[src/rtl/idelay_fine_pipe_ctrl.sv]
// Stages per-lane {coarse,fine} IDELAYE2_FINEDELAY settings and applies them together with one LD pulse.
// Latency: dly_ld/dly_cntval one cycle after write accept; SET one cycle after set_req accept, then SETTLE_CYCLES+1 to done.
// Backpressure: wr_ready low outside IDLE; optional registered readback when IDELAY_PIPE_READBACK_EN is defined.
module idelay_fine_pipe_ctrl #(
    parameter int          NUM_CHN       = 8,
    parameter int          CHN_BITS      = 3,
    parameter logic [7:0]  DELAY_VALUE   = 8'h00,
    parameter int          FINE_MAX      = 4,
    parameter int          SETTLE_CYCLES = 4
) (
    input  logic                   clk,
    input  logic                   rst_n,
    input  logic                   wr_valid,
    output logic                   wr_ready,
    input  logic [CHN_BITS-1:0]    wr_chn,
    input  logic                   wr_bcast,
    input  logic [7:0]             wr_delay,
    input  logic                   set_req,
    output logic                   busy,
    output logic                   done,
    input  logic                   err_clr,
    output logic                   err_fine,
    output logic                   err_chn,
    output logic [NUM_CHN-1:0]     dly_ld,
    output logic [5*NUM_CHN-1:0]   dly_cntval,
    output logic [3*NUM_CHN-1:0]   dly_ifdly,
    output logic                   dly_set,
    output logic                   dly_rst,
    input  logic [CHN_BITS-1:0]    rd_chn,
    output logic [7:0]             rd_delay
);

    localparam logic [2:0] FINE_LIM  = FINE_MAX[2:0];
    localparam logic [7:0] SETTLE_LD = SETTLE_CYCLES[7:0] - 8'd1;

    typedef enum logic [1:0] {S_IDLE, S_SET, S_SETTLE, S_DONE} state_t;

    state_t               state, nxt;
    logic [1:0]           rel_sr;
    logic                 rel;
    logic                 wr_acc;
    logic [NUM_CHN-1:0]   lane_mask;
    logic                 chn_bad;
    logic                 fine_bad;
    logic [2:0]           fine_in;
    logic [3*NUM_CHN-1:0] stg_fine;
    logic [7:0]           cnt;

    // dly_cntval doubles as the staged coarse value; dly_ifdly is the applied fine value.
    assign rel      = rel_sr[1];
    assign dly_rst  = ~rel;
    assign wr_ready = rel && (state == S_IDLE);
    assign wr_acc   = wr_valid && wr_ready;
    assign fine_bad = wr_delay[2:0] > FINE_LIM;
    assign fine_in  = fine_bad ? FINE_LIM : wr_delay[2:0];
    assign dly_set  = (state == S_SET);
    assign busy     = (state != S_IDLE);
    assign done     = (state == S_DONE);

    always_comb begin
        lane_mask = '0;
        chn_bad   = !wr_bcast && (32'(wr_chn) >= NUM_CHN);
        for (int i = 0; i < NUM_CHN; i++) begin
            lane_mask[i] = wr_bcast || (32'(wr_chn) == i);
        end
    end

    always_ff @(posedge clk or negedge rst_n) begin
        if (!rst_n) begin
            rel_sr <= 2'b00;
        end else begin
            rel_sr <= {rel_sr[0], 1'b1};
        end
    end

    always_ff @(posedge clk or negedge rst_n) begin
        if (!rst_n) begin
            state <= S_IDLE;
        end else begin
            state <= nxt;
        end
    end

    always_comb begin
        nxt = state;
        case (state)
            S_IDLE:   if (rel && set_req && !wr_acc) nxt = S_SET;
            S_SET:    nxt = (SETTLE_CYCLES == 0) ? S_DONE : S_SETTLE;
            S_SETTLE: if (cnt == 8'd0) nxt = S_DONE;
            S_DONE:   nxt = S_IDLE;
            default:  nxt = S_IDLE;
        endcase
    end

    always_ff @(posedge clk or negedge rst_n) begin
        if (!rst_n) begin
            cnt <= 8'd0;
        end else if (state == S_SET) begin
            cnt <= SETTLE_LD;
        end else if (state == S_SETTLE && cnt != 8'd0) begin
            cnt <= cnt - 8'd1;
        end
    end

    always_ff @(posedge clk or negedge rst_n) begin
        if (!rst_n) begin
            dly_ld     <= '0;
            dly_cntval <= {NUM_CHN{DELAY_VALUE[7:3]}};
            stg_fine   <= {NUM_CHN{DELAY_VALUE[2:0]}};
            dly_ifdly  <= {NUM_CHN{DELAY_VALUE[2:0]}};
        end else begin
            dly_ld <= wr_acc ? lane_mask : '0;
            for (int i = 0; i < NUM_CHN; i++) begin
                if (wr_acc && lane_mask[i]) begin
                    dly_cntval[5*i +: 5] <= wr_delay[7:3];
                    stg_fine[3*i +: 3]   <= fine_in;
                end
            end
            if (state == S_SET) begin
                dly_ifdly <= stg_fine;
            end
        end
    end

    // A new error in the same cycle as err_clr wins, so nothing is silently dropped.
    always_ff @(posedge clk or negedge rst_n) begin
        if (!rst_n) begin
            err_fine <= 1'b0;
            err_chn  <= 1'b0;
        end else begin
            err_fine <= (err_fine && !err_clr) || (wr_acc && !chn_bad && fine_bad);
            err_chn  <= (err_chn && !err_clr) || (wr_acc && chn_bad);
        end
    end

`ifdef IDELAY_PIPE_READBACK_EN
    logic [5*NUM_CHN-1:0] app_coarse;
    logic [7:0]           rd_nxt;

    always_ff @(posedge clk or negedge rst_n) begin
        if (!rst_n) begin
            app_coarse <= {NUM_CHN{DELAY_VALUE[7:3]}};
        end else if (state == S_SET) begin
            app_coarse <= dly_cntval;
        end
    end

    always_comb begin
        rd_nxt = 8'h00;
        for (int i = 0; i < NUM_CHN; i++) begin
            if (32'(rd_chn) == i) begin
                rd_nxt = {app_coarse[5*i +: 5], dly_ifdly[3*i +: 3]};
            end
        end
    end

    always_ff @(posedge clk or negedge rst_n) begin
        if (!rst_n) begin
            rd_delay <= DELAY_VALUE;
        end else begin
            rd_delay <= rd_nxt;
        end
    end
`else
    logic unused_rd;
    assign unused_rd = ^rd_chn;
    assign rd_delay  = 8'h00;
`endif

endmodule

[config.mk]
export PLATFORM = sky130hd
export DESIGN_NAME = idelay_fine_pipe_ctrl
export DESIGN_NICKNAME = d
export VERILOG_FILES = /design/src/rtl/idelay_fine_pipe_ctrl.sv
export SDC_FILE = /design/constraint.sdc
export NUM_CORES = 1
export LEC_CHECK = 0
export CAP_MARGIN = 20
export CELL_PAD_IN_SITES_DETAIL_PLACEMENT = 1
export CELL_PAD_IN_SITES_GLOBAL_PLACEMENT = 1
export CORE_ASPECT_RATIO = 2
export CORE_MARGIN = 2
export CORE_UTILIZATION = 43
export DETAILED_ROUTE_END_ITERATION = 10
export PLACE_DENSITY = 0.95
export SLEW_MARGIN = 15
export SYNTH_ARGS = -nofsm -noshare
export SYNTH_HDL_FRONTEND = slang
export SYNTH_SLANG_ARGS = --single-unit
[constraint.sdc]
create_clock -name clk -period 3.7 [get_ports clk]
set_clock_uncertainty 0.05 [all_clocks]
set_input_delay 0.925 -clock clk [delete_from_list [all_inputs] [get_ports clk]]
set_output_delay 0.925 -clock clk [all_outputs]
set_load 0.02 [all_outputs]
Word level (Yosys, flattened, before mapping)
Cells that the tools add are included.

Muxes and demuxes: 7. Order comparisons: 1. $add $sub $neg: 1. Bitwise operators: 1. Equality and inequality tests: 12. Reduce and logical (&&, ||, !) cells: 34.

Operator list (number): $mux 8 (3); $logic_and 1x1->1 (16); $eq 3x3->1 const B (4); $logic_or 1x1->1 (9); $logic_not 8->1 (1); $pmux 2 s4 (1); $reduce_bool 8->1 (1); $sub 8x1->8 const B (1); $eq 3x2->1 const B (2); $eq 2x2->1 const B (2); $mux 2 (2); $reduce_bool 2->1 (2); $eq 3x1->1 const B (1); $gt 3x3->1 const B (1); $logic_not 3->1 (1); $mux 3 (1); $eq 2x1->1 const B (1); $logic_not 1->1 (2); $logic_not 2->1 (1); $ne 2x1->1 const B (1); $ne 2x2->1 const B (1); $reduce_and 2->1 (1); $not 1->1 (1).

Register bits: 110. Output and inout port bits: 87. Logic and storage cells: 79. Input bits: 20.

Depth between registers and ports, before layout
Gate-level depths: netlist of run 1.

Word-level depth: 7. Depth in mapped cells: 6. Gate-level depth less buffers: 5.

Worst setup path after synthesis of run 1
OpenSTA, ideal clock, no wires.

Kind: reg2out. Start: register state[0]. End: output port wr_ready. Slack: 1.543 ns. Required time: 2.725 ns. Stages on the path, launching flop included: 5. Arrival time: 1.182 ns. Buffers on the path: 0. Path through: dfrtp_1 > inv_1 > ha_1 > inv_1 > nor2_1.

Cells in the longest elaborated chain, start to end: 2.

RTL lines: start, declared (RTL line 38) `state_t state, nxt;`; start signal, assigned (RTL line 80) `state <= nxt;`; $logic_not 2->1 (RTL line 52) `assign wr_ready = rel && (state == S_IDLE);`; $logic_and 1x1->1 (RTL line 52); end, declared (RTL line 14) `output logic wr_ready,`.

No other way between the ends.

Worst setup path in the final report of run 1
Ends and elaborated chain as after synthesis.

==> out/results.txt, run 1 <==
Status = finished clean
P_int = 3.425 mW
Worst EP required = 2.72 ns
Critical Path Slowest Stage Cell = clkdlybuf4s50_1
First-pass GRT wire length = 18.06 mm
Top-area cell type share of the netlist area = 61.68%
Crit end category = primary output
# nets final = 438
Final hold violations = 0
Post-Synthesis Cells = 310
FP Rows = 52
DPL Wire Length = 8.281 mm
Maxcap violations = 0
DP Area = 0.005557 mm^2
Maximum clock rate = 334.3 MHz
1st-iter DRT viols = 114
Reg2Reg Depth = 6
NetSw = 1.863 mW
Delay-heaviest family, CP = buffers and inverters
Flop2flop setup slack = 1.41 ns
Combinational Power Share = 42.7%
Pre-Repair DR Iteration Count = 4
Synth Area per Inst = 14.40 um^2
Arrival @ worst endpoint = 2.02 ns
Switching share of power = 35.23%
Crit-path cells = inv_1, ha_1, inv_1, nor2_1, clkdlybuf4s50_1
Final slew viol count = 0
Gpl congestion = 0.7639
Layout cells sized above 1 = 28.13%
CP startpoint = state[0]
Worst Tran Pin Value = 0.9595 ns
Post-DRT Antenna Nets = 0
Synth Warn # = 0
Crit Path Max Fanout = 5
Starting Density = 44.26%
Mapped Area = 0.004463 mm^2
DIE AREA = 0.01126 mm^2
WHS Endpoint = rel_sr[1]
Remaining DRCs = 0
Grt total ovfl = 0
TritonCTS buffer count = 9
Hold depth = 0
RSZ-0062 raised after global routing = false
CTS Root Cell = clkbuf_16
#FFs+latches synth = 110
Clock transition at path regs = 0.07 ns
Cell count after placement = 535
Routed WL per cell = 20.67 um
CTS tree = yes
Leak = 2.666 nW
CTS resizes = 0
Clock power share = 19.2%
Vias per cell = 5.167
Startpoint class of the critical path = flop
Post-CTS Hold Fix Bufs = 0
Non-Filler Instances = 551
Vias in the first global route = 3220
Most common flop cell mapped by yosys = dfrtp_1
Antenna cell count = 0
Area of the multi-input gates = 0.001588 mm^2
Sink Count = 110
Die Wd = 76.04 um
Seq pwr share = 38.1%
R2R Path Start = state[0]
# H-tree levels = 3
Period utilization = 80.85%
Setup TNS = 0 ns
Largest net degree at the start of global routing = 64
Core ar. = 0.01008 mm^2
WS Path Type = reg2out
Final setup fails = 0
Port Buffer Count = 95
Share of the yosys chip area belonging to registers = 61.68%
Worst r2r dst = dly_cntval[38]
Final instance area = 0.005873 mm^2
Initial antenna violation count = 0
Leading area contributor after synthesis = dfrtp_1
Number of distinct library cells after synthesis = 36
Number of enable flip-flop cells after synthesis = 0
Sequential cell area = 0.002753 mm^2
Deepest clock path buffer count = 2
Buf/Inv on CP = 3
Slowest stage delay, CP = 0.61 ns
Post-CTS Setup Bufs = 0
Boundary Pins = 107
Power Dens Cells = 900.3 mW/mm^2
Fillers = 1000
Max VDD drop = 0.4991 mV
Final WL = 11.39 mm
Rel. slew slack = 35.60%
Clock Latency Late Sink = 0.34 ns
Layout area overhead = 31.60%
Chip height = 148.1 um
Total number of vias = 2847
Hold path start = rel_sr[0]
Most used cell along the critical path = inv_1
Overall routing resource usage = 21.13%
Tmin final = 2.991 ns
Post-synth ARST share = 100.0%
Top post-synthesis cells by area = dfrtp_1, mux2_2, ha_1, buf_4, inv_1
Min-Delay Path Class = reg2reg
synth_stat cells (2+ instances only):
library cell and number:
mux2_2 90, or4_1 3, o31ai_1 3, nor3_1 3
dfrtp_1 110, nor3b_1 4, inv_1 15, or3b_2 2
o21ai_0 4, and3b_1 4, o21ai_1 4, buf_4 8
nand3_1 3, nor4b_1 2, conb_1 2, a211oi_1 3
buf_1 3, o211ai_1 3, nor2b_1 6, clkbuf_1 3
ha_1 7, o21ai_2 3, nor2_1 7, o22ai_1 2
a21oi_1 5
metal layers:
metal	wire length, um	vias to the layer above	global-route usage, %	part of all wire, %
li1	-	1275	-	-
met1	4033	1479	22.09	35
met2	6745	77	42.23	59
met3	356	16	2.731	3.1
met4	251	0	7.818	2.2
met5	0	-	0	0
logic make-up after synthesis:
logic type,count (synthesis),synth area share [%]
other,2,0.1683
AND/OR/NAND/NOR,40,5.747
AO/OA/AOI/OAI,29,4.177
adder cells (fa/ha/maj),7,1.962
multiplexers,91,22.93
flip-flops,110,61.68
buffers and inverters,31,3.336
cells in the final DEF, fill, tap and decap left out, drive strengths merged, types with 2 or more instances in the layout:
cell,count
a21oi,5
o21ai,11
nand3,3
nor2,7
or4,3
mux2,90
and3b,4
a211oi,3
nor4b,2
nor3b,4
nor3,3
clkbuf,11
nor2b,6
ha,7
or3b,3
buf,5
dfrtp,110
conb,9
o211ai,3
o31ai,3
inv,17
clkdlybuf4s50,94
o22ai,2
cell type report:
| type | count | share of cell area [%] |
|---|---|---|
| Timing Repair Buffer | 99 | 16.87 |
| Clock inverter | 5 | 1.086 |
| Tap cell | 135 | 2.876 |
| Sequential cell | 110 | 46.87 |
| Inverter | 15 | 0.9587 |
| Multi-Input combinational cell | 176 | 27.03 |
| Clock buffer | 11 | 4.303 |
worst max path at each step:
stage	endpoint	slack [ns]	cells after the start
global route	wr_ready	0.57	5
finish	wr_ready	0.71	5
floorplan	wr_ready	1.54	4
detailed placement	dly_cntval[37]	0.67	5
CTS	wr_ready	0.68	5
global placement	dly_cntval[36]	0.71	5
power groups by stage:
| stage | Clock (mW) | Combinational, mW | Sequential (mW) |
|---|---|---|---|
| after CTS | 1.03 | 2.29 | 2.02 |
| final | 1.01 | 2.26 | 2.02 |
| after global placement | 0 | 2.16 | 1.99 |
| after detailed placement | 0 | 2.27 | 2.04 |
| after floorplan | 0 | 0.868 | 2.36 |
| after global routing | 1.07 | 2.39 | 2.08 |
registers in the layout, indices dropped and copies added (netlist names):
name and flops:
dly_cntval 40, dly_ifdly 24, state 2, dly_ld 8
stg_fine 24, rel_sr 2, cnt 8, err_fine 1
err_chn 1
metrics by stage:
stage / util (%) / total power, mW / hold WS [ns] / worst slack (ns)
floorplan: - / 3.231 / 0.2812 / 1.543
global placement: 55.10 / 4.151 / 0.2852 / 0.7050
detailed placement: 55.10 / 4.307 / 0.2864 / 0.6682
CTS: 58.24 / 5.339 / 0.3034 / 0.6838
global route: 58.24 / 5.538 / 0.3189 / 0.5708
finish: 58.24 / 5.288 / 0.3029 / 0.7086
(Power assumes the default switching activity.)
==> inputs of run 2 (changes only) <==
--- a/config.mk
+++ b/config.mk
@@ -10,9 +10,9 @@
 export CELL_PAD_IN_SITES_GLOBAL_PLACEMENT = 1
 export CORE_ASPECT_RATIO = 2
 export CORE_MARGIN = 2
-export CORE_UTILIZATION = 43
+export CORE_UTILIZATION = 40
 export DETAILED_ROUTE_END_ITERATION = 10
-export PLACE_DENSITY = 0.95
+export PLACE_DENSITY = 0.89
 export SLEW_MARGIN = 15
 export SYNTH_ARGS = -nofsm -noshare
 export SYNTH_HDL_FRONTEND = slang
==> constraint.sdc (replaced) <==
create_clock -name clk -period 2.9 [get_ports clk]
set_clock_uncertainty 0.05 [all_clocks]
set_input_delay 0.725 -clock clk [delete_from_list [all_inputs] [get_ports clk]]
set_output_delay 0.725 -clock clk [all_outputs]
set_load 0.02 [all_outputs]
==> out/results.txt, run 2 (synthesis results as in run 1) <==
DP Area = 0.005593 mm^2 (+0.65%)
Leak = 2.679 nW (+0.48%)
Vias in the first global route = 3235 (+0.47%)
# nets final = 442 (+0.91%)
Maxcap violations = 0 (unchanged)
Routed WL per cell = 19.86 um (-3.9%)
Final slew viol count = 0 (unchanged)
Worst EP required = 2.12 ns (-0.60 ns)
Final setup fails = 0 (unchanged)
Post-CTS Hold Fix Bufs = 0 (unchanged)
Hold depth = 0 (unchanged)
CP Depth = 5 (unchanged)
CTS resizes = 0 (unchanged)
Gpl congestion = 0.7149 (-6.4%)
Boundary Pins = 107 (unchanged)
Max reg flops = 40 (unchanged)
First-pass GRT wire length = 17.73 mm (-1.8%)
CTS tree = yes
Max VDD drop = 0.6732 mV (+35%)
Post-CTS Setup Bufs = 0 (unchanged)
Vias per cell = 5.098 (-1.3%)
Clock Latency Late Sink = 0.35 ns (about the same)
Crit Path Max Fanout = 5 (unchanged)
Deepest clock path buffer count = 2 (unchanged)
Commonest non-fill, non-tap cells in the layout = dfrtp_1, clkdlybuf4s50_1, mux2_2
Layout area overhead = 32.16%
Rel. slew slack = 33.99% (-1.6 points)
Min-Delay Path Class = reg2reg
Arrival @ worst endpoint = 2.00 ns (-0.02 ns)
Largest net degree at the start of global routing = 58 (-9.4%)
Slowest stage delay, CP = 0.60 ns (about the same)
Buf/Inv on CP = 3 (unchanged)
RSZ-0062 raised after global routing = false
Worst r2r dst = stg_fine[8]
Die Wd = 78.69 um (+3.5%)
Reg2Reg Depth = 5 (-1)
Maximum clock rate = 360.9 MHz
Hold path start = rel_sr[0]
Chip height = 153.4 um (+3.6%)
Remaining DRCs = 0 (unchanged)
Power Dens Cells = 1137 mW/mm^2 (+26%)
TritonCTS buffer count = 9 (unchanged)
Crit-path cells = inv_1, ha_1, inv_1, nor2_1, clkdlybuf4s50_1
Largest Register = dly_cntval
Clock transition at path regs = 0.07 ns (about the same)
WS Path Type = reg2out
Tot Pwr = 6.708 mW (+27%)
Final WL = 11.12 mm (-2.3%)
# H-tree levels = 3 (unchanged)
WHS Endpoint = rel_sr[1]
Tmin final = 2.771 ns
1st-iter DRT viols = 160 (+40%)
Startpoint class of the critical path = flop
Grt total ovfl = 0 (unchanged)
Sink Count = 110 (unchanged)
Overall routing resource usage = 19.67% (-1.5 points)
Port Buffer Count = 95 (unchanged)
FP Rows = 54 (+3.8%)
Antenna cell count = 0 (unchanged)
Period utilization = 95.54%
Biggest regs = dly_cntval (40), dly_ifdly (24), stg_fine (24)
Setup TNS = 0 ns (unchanged)
Worst Tran Pin Value = 0.9835 ns (+0.02399 ns)
Layout cells sized above 1 = 28.81% (+0.68 points)
Crit end category = primary output
Total number of vias = 2855 (+0.28%)
Starting Density = 41.03% (-3.2 points)
Core ar. = 0.01088 mm^2 (+7.9%)
Pre-Repair DR Iteration Count = 4 (unchanged)
Most used cell along the critical path = inv_1
Post-DRT Antenna Nets = 0 (unchanged)
Status = finished clean
Final instance area = 0.005898 mm^2 (+0.43%)
DIE AREA = 0.01207 mm^2 (+7.2%)
Initial antenna violation count = 0 (unchanged)
Flop2flop setup slack = 0.64 ns (-0.77 ns)
CTS Root Cell = clkbuf_16
Commonest non-fill, non-tap cell in the layout = dfrtp_1
DPL Wire Length = 7.959 mm (-3.9%)
Final hold violations = 0 (unchanged)
R2R Path Start = state[1]
Critical Path Slowest Stage Cell = clkdlybuf4s50_1
Delay-heaviest family, CP = buffers and inverters
run 2: cell count changes in the layout (fill, tap and decap cells not counted), sizes merged:
cell	change
buf	+4
clkbuf	-2
clkinv	+1
inv	+1
run 2: worst reg2reg max path: stages (launching register included):
cell     delay (ns)
dfrtp_1        0.43
inv_1          0.11
ha_1           0.25
and3_1         0.29
o21ai_1        0.58
mux2_2         0.43
run 2: metrics by stage:
stage | cells | util [%] | hold WS (ns) | worst slack (ns)
floorplan | 317 | - | 0.2812 | 0.9427
detailed placement | 544 | 51.41 | 0.2895 | 0.03702
global route | 560 | 54.22 | 0.3192 | 0.01712
CTS | 560 | 54.22 | 0.3061 | 0.1166
global placement | 544 | 51.41 | 0.2891 | 0.1265
finish | 560 | 54.22 | 0.3064 | 0.1293
run 2: area by class of cell:
type                    count  area (um^2)
fillers                  1074         4980
flip-flops and latches    110         2753
multi-input cells         176         1588
repair buffers            103         1021
clock buffers               9        225.2
well taps                 140        175.2
clock inverters             7        80.08
inverters                  15        56.30
run 2: worst max path at each step:
stage | start | endpoint
after detailed placement | wr_chn[1] | dly_cntval[11]
final | state[1] | wr_ready
after global routing | state[1] | wr_ready
after CTS | state[1] | wr_ready
after global placement | wr_chn[1] | dly_cntval[11]
after floorplan | state[0] | wr_ready
run 2: metal layers:
metal	vias up	track usage [%]	wire [um]
met5	-	0	0
met4	0	7.937	236
met3	18	3.247	376
met2	73	38.14	6545
met1	1477	20.06	3961
li1	1287	-	-
run 2: report_power, final:
| group | internal (mW) | switching (mW) |
|---|---|---|
| combinational | 1.47 | 1.39 |
| sequential | 2.17 | 0.402 |
| clock | 0.683 | 0.584 |
==> inputs of run 3 (changes only) <==
--- a/config.mk
+++ b/config.mk
@@ -9,7 +9,6 @@
 export CELL_PAD_IN_SITES_DETAIL_PLACEMENT = 1
 export CELL_PAD_IN_SITES_GLOBAL_PLACEMENT = 1
 export CORE_ASPECT_RATIO = 2
-export CORE_MARGIN = 2
 export CORE_UTILIZATION = 40
 export DETAILED_ROUTE_END_ITERATION = 10
 export PLACE_DENSITY = 0.89
==> out/results.txt, run 3 (synthesis results as in run 1) <==
Crit end category = primary output
Max VDD drop = 0.6278 mV (-6.7%)
R2R Path Start = state[1]
CTS Root Cell = clkbuf_16
Post-DRT Antenna Nets = 0 (unchanged)
Biggest regs = dly_cntval (40), dly_ifdly (24), stg_fine (24)
Rel. slew slack = 32.61% (-1.4 points)
Vias in the first global route = 3201 (-1.1%)
Crit Path Max Fanout = 5 (unchanged)
Layout area overhead = 31.62%
Post-CTS Setup Bufs = 0 (unchanged)
Cell count after placement = 544 (unchanged)
Setup TNS = 0 ns (unchanged)
Largest net degree at the start of global routing = 45 (-22%)
Port Buffer Count = 95 (unchanged)
Gpl congestion = 0.7847 (+9.8%)
Clock transition at path regs = 0.07 ns (about the same)
FP Rows = 54 (unchanged)
Most used cell along the critical path = inv_1
Maximum clock rate = 365.1 MHz (+1.2%)
Maxcap violations = 0 (unchanged)
DPL Wire Length = 7.872 mm (-1.1%)
Worst hold margin = 0.3051 ns (-0.001278 ns)
Clock Latency Late Sink = 0.35 ns (about the same)
Worst Tran Pin Value = 1.004 ns (+0.02062 ns)
Grt total ovfl = 0 (unchanged)
Crit-path cells = inv_1, ha_1, inv_1, nor2_1, clkdlybuf4s50_1
Flop2flop setup slack = 0.67 ns (+0.03 ns)
Overall routing resource usage = 20.75% (+1.1 points)
Pre-Repair DR Iteration Count = 4 (unchanged)
Fillers = 1075 (+0.093%)
Final setup fails = 0 (unchanged)
Die Wd = 76.69 um (-2.5%)
Remaining DRCs = 0 (unchanged)
Routed WL per cell = 19.70 um (-0.80%)
Largest Register = dly_cntval
RSZ-0062 raised after global routing = false
Post-CTS Hold Fix Bufs = 0 (unchanged)
Critical Path Slowest Stage Cell = clkdlybuf4s50_1
Antenna cell count = 0 (unchanged)
CTS resizes = 0 (unchanged)
Arrival @ worst endpoint = 1.96 ns (-0.04 ns)
WS Path Type = reg2out
Leak = 2.668 nW (-0.41%)
Tmin final = 2.739 ns (-0.03168 ns)
CTS tree = yes
Period utilization = 94.45% (-1.1 points)
Reg2Reg Depth = 5 (unchanged)
# nets final = 442 (unchanged)
Power Dens Cells = 1129 mW/mm^2 (-0.73%)
# H-tree levels = 3 (unchanged)
Vias per cell = 5.089 (-0.18%)
Initial antenna violation count = 0 (unchanged)
Commonest non-fill, non-tap cell in the layout = dfrtp_1
Non-Filler Instances = 560 (unchanged)
Final hold violations = 0 (unchanged)
Chip height = 151.4 um (-1.3%)
CP startpoint = state[1]
Slowest stage delay, CP = 0.60 ns (about the same)
Final WL = 11.03 mm (-0.80%)
TritonCTS buffer count = 9 (unchanged)
Status = finished clean
Core ar. = 0.01088 mm^2 (unchanged)
First-pass GRT wire length = 17.85 mm (+0.66%)
Boundary Pins = 107 (unchanged)
Layout cells sized above 1 = 28.57% (-0.24 points)
Deepest clock path buffer count = 2 (unchanged)
Min-Delay Path Class = in2async
DIE AREA = 0.01161 mm^2 (-3.8%)
Max reg flops = 40 (unchanged)
Commonest non-fill, non-tap cells in the layout = dfrtp_1, clkdlybuf4s50_1, mux2_2
Startpoint class of the critical path = flop
Final slew viol count = 0 (unchanged)
Worst EP required = 2.12 ns (about the same)
Worst r2r dst = dly_cntval[7]
Starting Density = 41.03% (unchanged)
1st-iter DRT viols = 102 (-36%)
Sink Count = 110 (unchanged)
Total number of vias = 2850 (-0.18%)
-- run 3: cell count changes in the layout (fill, tap and decap cells not counted) --
cell	change
bufinv_16	-1
clkbuf_1	+1
clkinv_4	-1
inv_8	+1
-- run 3: worst max-delay path: cells and delay by family (launching register included) --
kind                       cells  cell delay, ns
buffers and inverters          3            0.84
DFF                            1            0.43
adders and majority gates      1            0.25
and+or+nand+nor                1            0.10
-- run 3: worst max-delay path by stage --
stage / endpoint / slack, ns / cells past startpoint
2_1_floorplan: wr_ready / 0.94 / 4
3_3_place_gp: dly_cntval[8] / 0.16 / 4
3_5_place_dp: stg_fine[5] / 0.12 / 4
4_1_cts: wr_ready / 0.14 / 5
5_1_grt: wr_ready / 0.02 / 5
6_report: wr_ready / 0.16 / 5
-- run 3: cell type report --
| cell class | instances | area (um^2) | share of cell area [%] |
|---|---|---|---|
| Multi-Input combinational cell | 176 | 1588 | 27.03 |
| Clock buffer | 10 | 229.0 | 3.898 |
| Sequential cell | 110 | 2753 | 46.86 |
| Timing Repair Buffer | 103 | 1021 | 17.38 |
| Clock inverter | 6 | 52.55 | 0.8946 |
| Inverter | 15 | 56.30 | 0.9585 |
| Tap cell | 140 | 175.2 | 2.982 |
-- run 3: layer usage --
metal  track usage, %  part of all wire (%)
met3            4.940                   4.6
met2            39.55                    58
met5                0                     0
met1            21.58                    36
met4            7.885                   2.0
-- run 3: metrics by stage --
stage | instance area (um^2) | setup slack, ns | total power, mW | utilization (%)
2_1_floorplan | 4489 | 0.9427 | 4.123 | -
3_3_place_gp | 5593 | 0.1624 | 5.297 | 51.41
3_5_place_dp | 5593 | 0.1222 | 5.478 | 51.41
4_1_cts | 5874 | 0.1379 | 6.720 | 54.00
5_1_grt | 5874 | 0.02193 | 6.982 | 54.00
6_report | 5874 | 0.1609 | 6.632 | 54.00
-- run 3: power breakdown --
part           internal, mW  leakage, nW  total [mW]  switching [mW]
registers              2.17         1.38        2.58           0.404
logic                  1.47         1.15        2.86            1.39
clock network         0.601        0.137        1.19           0.591
total                  4.25         2.67        6.63            2.38
==> RTL change 1, RTL diff (settings of run 3) <==
The option `IDELAY_PIPE_READBACK_EN` is turned on by a define.
--- a/src/rtl/idelay_fine_pipe_ctrl.sv
+++ b/src/rtl/idelay_fine_pipe_ctrl.sv
@@ -2,4 +2,6 @@
 // Latency: dly_ld/dly_cntval one cycle after write accept; SET one cycle after set_req accept, then SETTLE_CYCLES+1 to done.
 // Backpressure: wr_ready low outside IDLE; optional registered readback when IDELAY_PIPE_READBACK_EN is defined.
+`define IDELAY_PIPE_READBACK_EN
+
 module idelay_fine_pipe_ctrl #(
     parameter int          NUM_CHN       = 8,
Check against the original RTL: not equivalent (Yosys sat finds a counterexample within 10 cycles, from zero or initial values and one cycle with rst_n low).
==> RTL change 1 against run 3 <==
  * Non-clock buffer count increased by 24
  * Sequential cell count increased by 48
  * Cell area increased by 45%
  * Area after synthesis increased by 47%
  * Routed wire length increased by 85%
  * Power increased by 52%
  * Setup slack got worse by 0.0025 ns
  * Sequential power increased by 56%
  * Highest routed layer unchanged
==> RTL change 1: results (changes against run 3) <==
[route]
met3_length_um = 676  ; +32%
vias_per_cell = 5.62  ; +10%
firstDrtPassIters = 5  ; +1
dr_wl_met2_um = 11400  ; +80%
detail_route.wl_per_cell_um = 24.4  ; +24%
drt_iter0_drc = 262  ; +160%
dr.max_layer_used = met4
wl_met1_um = 7330  ; +86%

[global_route]
antenna_found_initial = 0  ; unchanged
grt_use_total_pct = 25.7  ; +5.0 points
grt_pass1_wl_um = 31900  ; +79%
grt_max_degree = 77  ; +71%
grt_pass1_vias = 5423  ; +69%

[yosys]
netlist_top_cells_area = dfrtp_1 (60%), mux2_2 (19%), o21ai_0 (3.5%), mux2i_1 (2.4%), nand2_1 (1.7%)
synth_cell_types = 47  ; +31%
synth_common_cells = dfrtp_1 (158), mux2_2 (112), o21ai_0 (46)
async_flop_share_pct = 100  ; unchanged
seq_area_frac_synth_pct = 60.3  ; -1.4 points
yosysWarnings = 0  ; unchanged
synthesis.nets = 527

[sta]
max_slew.worst_pin.slew_ns = 0.986  ; -0.0182 ns

[layout]
reg_top3 = app_coarse: 40 flops, dly_cntval: 40 flops
fin_nets = 648  ; +47%
drive_gt1_share_pct = 26.8  ; -1.8 points
diodes = 0  ; unchanged

[run_status]
status = finished, final reports clean

[clocking]
cts_buffer_depth = 2  ; unchanged
insertion_delay_ns = 0.43  ; +0.08 ns
cts_setup_buffers = 0  ; unchanged
cts_max_level = 4  ; +1
path_clk_slew_ns = 0.07  ; about the same
cts_inserted_buffers = 17  ; +8
cts_resized = 0  ; unchanged
cts_root_buf = clkbuf_16

[placed_design]
port_buffers = 106  ; +12%
gp_congestion = 0.830  ; +5.7%
hpwlAfterDp_um = 13300  ; +69%
pre_cts_ws_ns = 0.350  ; +0.228 ns

[critical_path]
cp_max_fo = 4  ; -1
r2r_start = cnt[0]
critPathLaunch = state[0]

[pwr]
vdd_ir_drop_max_v = 0.000561  ; -11%
switching_share_pct = 37.1  ; +1.2 points
p_leak_nw = 3.80  ; +42%

[worst_hold_path]
hp-class = input port to asynchronous set/reset pin

[RTL change 1: worst paths after layout]
| kind | to | slack [ns] | cells after the start |
|---|---|---|---|
| setup reg to reg | cnt[4] | 0.55 | 6 |
| max in group asynchronous | state[0] | 1.91 | 2 |
| min in group clk | rel_sr[1] | 0.30 | 0 |
| hold / removal | dly_ld[1] | 0.09 | 1 |
| hold reg to reg | rel_sr[1] | 0.30 | 0 |
| setup / recovery | wr_ready | 0.16 | 4 |
[RTL change 1: through the flow]
step | cells | area, um^2 | hold slack (ns)
floorplan | 501 | 6560 | 0.281
global placement | 804 | 7950 | 0.291
detailed placement | 804 | 7950 | 0.296
CTS | 836 | 8500 | 0.0914
global route | 836 | 8500 | 0.103
finish | 836 | 8500 | 0.0943
[RTL change 1: layout make-up]
class | count | area (um^2)
well taps | 201 | 251
inverters | 20 | 75.1
fillers | 1652 | 7440
flip-flops and latches | 158 | 3950
clock buffers | 19 | 443
clock inverters | 13 | 105
multi-input cells | 298 | 2440
repair buffers | 127 | 1230
[RTL change 1: routing by layer]
metal | up-vias | GRT usage [%]
li1 | 2015 | -
met1 | 2461 | 27.8
met2 | 162 | 46.4
met3 | 60 | 4.39
met4 | 0 | 14.7
met5 | - | 0
[RTL change 1: power by group through the flow]
stage	logic, mW	registers, mW	clock network (mW)
floorplan	1.69	4.28	0
global placement	3.65	3.92	0
detailed placement	3.84	4.02	0
CTS	3.97	4.02	2.13
global route	4.17	4.12	2.23
finish	3.93	4.03	2.11
[RTL change 1: cell families after synthesis]
kind of cell | synth area share, %
AOI/OAI and AO/OA | 7.76
xor gates and xnor gates | 0.267
adders and majority gates | 1.14
buffers and inverters | 2.63
DFF | 60.3
muxes | 21.7
other | 0.0572
and+or+nand+nor | 6.22
[RTL change 1: worst max-delay path: stages, from the launching register on]
cell and delay (ns):
dfrtp_1 0.41, inv_1 0.14, ha_1 0.23, and2_1 0.16, clkdlybuf4s50_1 0.60
==> RTL change 2, RTL diff (config.mk and constraints of run 3) <==
Made on the original files. Register the output `err_chn` once more, cleared by the reset; this adds one clock of latency there. The other outputs are not delayed to match.
--- a/src/rtl/idelay_fine_pipe_ctrl.sv
+++ b/src/rtl/idelay_fine_pipe_ctrl.sv
@@ -35,4 +35,6 @@
 
     typedef enum logic [1:0] {S_IDLE, S_SET, S_SETTLE, S_DONE} state_t;
+
+    logic err_chn_s0;
 
     state_t               state, nxt;
@@ -127,8 +129,8 @@
         if (!rst_n) begin
             err_fine <= 1'b0;
-            err_chn  <= 1'b0;
+            err_chn_s0 <= 1'b0;
         end else begin
             err_fine <= (err_fine && !err_clr) || (wr_acc && !chn_bad && fine_bad);
-            err_chn  <= (err_chn && !err_clr) || (wr_acc && chn_bad);
+            err_chn_s0 <= (err_chn_s0 && !err_clr) || (wr_acc && chn_bad);
         end
     end
@@ -168,4 +170,12 @@
 `endif
 
+    always_ff @(posedge clk or negedge rst_n) begin
+        if (!rst_n) begin
+            err_chn <= '0;
+        end else begin
+            err_chn <= err_chn_s0;
+        end
+    end
+
 endmodule
 
Check against the original RTL: same outputs for any inputs over 10 cycles, from zero or initial values and one cycle with rst_n low; that may be too few to reach the edited logic, so the function may still have changed.
==> RTL change 2 against run 3 <==
  * Routed wire length fell by 0.96%
  * Sequential cell count rose by 1
  * Maximum frequency fell by 2.2%
  * Critical path depth did not move
  * Setup slack got worse by 0.062 ns
  * Power rose by 2.3%
  * Highest routed layer unchanged
  * Cell count rose by 0.18%
  * Area after synthesis rose by 0.56%
  * Cell area rose by 1.2%
==> RTL change 2: results (changes against run 3) <==
[run_status]
status = finished, final reports clean

[sta]
timing.slew.headroom_pct = 30.5  ; -2.1 points
fin_crit_sh_pct = 96.6  ; +2.1 points
setup_viol = 0  ; unchanged

[yosys]
seq_area_frac_synth_pct = 61.9  ; +0.21 points
synth_compound_area_share_pct = 4.15  ; -0.023 points
synth_xor_area_share_pct = 0  ; unchanged
muxShareOfSynthArea_pct = 22.8  ; -0.13 points
synth_adder_area_share_pct = 1.95  ; -0.011 points
synth_common_cells = dfrtp_1 (111), mux2_2 (90), inv_1 (15)
synth_cell_types = 36  ; unchanged
yosysWarnings = 0  ; unchanged
netlist_top_cells_area = dfrtp_1 (62%), mux2_2 (23%), ha_1 (2.0%), buf_4 (1.3%), inv_1 (1.3%)

[route]
vias_per_cell = 5.13  ; +0.77%
totalWireLength_um = 10900  ; -0.96%
drt_iter0_drc = 116  ; +14%
firstDrtPassIters = 4  ; unchanged

[pwr]
p_int_mw = 4.45  ; +4.7%
clkPwrFrac_pct = 19.8  ; +1.8 points
vdd_ir_drop_max_v = 0.000654  ; +4.2%
pg_comb_mw = 2.86  ; about the same
p_leak_nw = 2.70  ; +1.4%

[global_route]
grt_pass1_vias = 3261  ; +1.9%
grt_pass1_wl_um = 18000  ; +0.66%
grt_use_total_pct = 20.5  ; -0.26 points
grt_max_degree = 50  ; +11%
antenna_found_initial = 0  ; unchanged

[placed_design]
port_buffers = 95  ; unchanged
pre_cts_ws_ns = 0.0343  ; -0.0879 ns
hpwlAfterDp_um = 8100  ; +2.9%
gp_congestion = 0.838  ; +6.8%

[critical_path]
rrSetupSlack_ns = 0.60  ; -0.07 ns
worstRegToRegCells = 5  ; unchanged
crit_path_top_delay_cell = clkdlybuf4s50_1
critPathLaunch = state[0]
critPathMaxStageDelay_ns = 0.60  ; about the same
arrival_ns = 2.03  ; +0.07 ns
reg2reg_to = dly_cntval[1]
crit_end = wr_ready

[clocking]
cts_root_buf = clkbuf_16
path_clk_slew_ns = 0.07  ; about the same
cts_inserted_buffers = 9  ; unchanged
cts_setup_buffers = 0  ; unchanged
cts_buffer_depth = 2  ; unchanged
cts_resized = 0  ; unchanged

[layout]
diodes = 0  ; unchanged
fin_nets = 443  ; +0.23%
drive_gt1_share_pct = 28.7  ; +0.17 points

## RTL change 2: kinds of logic after synthesis
kind of cell               count (synthesis)
other                                      2
adders and majority gates                  7
AOI/OAI and AO/OA                         29
muxes                                     91
buffers and inverters                     31
and+or+nand+nor                           40
DFF                                      111
## RTL change 2: layout make-up
cell class / instances / area (um^2)
tap: 140 / 175
clock buffer: 10 / 239
inverter: 15 / 56.3
timing repair buffer: 103 / 1020
clock inverter: 6 / 90.1
multi-input combinational: 176 / 1590
fill: 1090 / 5000
sequential: 111 / 2780
## RTL change 2: through the flow
step	util (%)	total power, mW	instances	area, um^2
5_1_grt	54.3	7.13	561	5950
2_1_floorplan	-	4.14	318	4510
4_1_cts	54.3	6.86	561	5950
6_report	54.3	6.79	561	5950
3_5_place_dp	51.3	5.50	545	5620
3_3_place_gp	51.3	5.32	545	5620
## RTL change 2: critical path, delay by kind of cell (launching register included)
family                   cells  cell delay [ns]
flip-flops                   1             0.43
buffers and inverters        3             0.87
adder cells (fa/ha/maj)      1             0.27
AND/OR/NAND/NOR              1             0.11
## RTL change 2: routing by layer
| layer | GRT usage (%) | vias up | wire (um) |
|---|---|---|---|
| li1 | - | 1286 | - |
| met1 | 21.5 | 1490 | 3960 |
| met4 | 10.2 | 0 | 349 |
| met5 | 0 | - | 0 |
| met3 | 3.48 | 21 | 337 |
| met2 | 38.3 | 80 | 6280 |
## RTL change 2: worst min-delay path by stage
stage,startpoint,slack (ns),end,cells after the start
floorplan,rel_sr[0],0.28,rel_sr[1],0
global placement,rel_sr[0],0.28,rel_sr[1],0
detailed placement,rel_sr[0],0.29,rel_sr[1],0
CTS,rel_sr[0],0.31,rel_sr[1],0
global route,rel_sr[0],0.31,rel_sr[1],0
finish,rst_n,0.30,dly_cntval[9],1
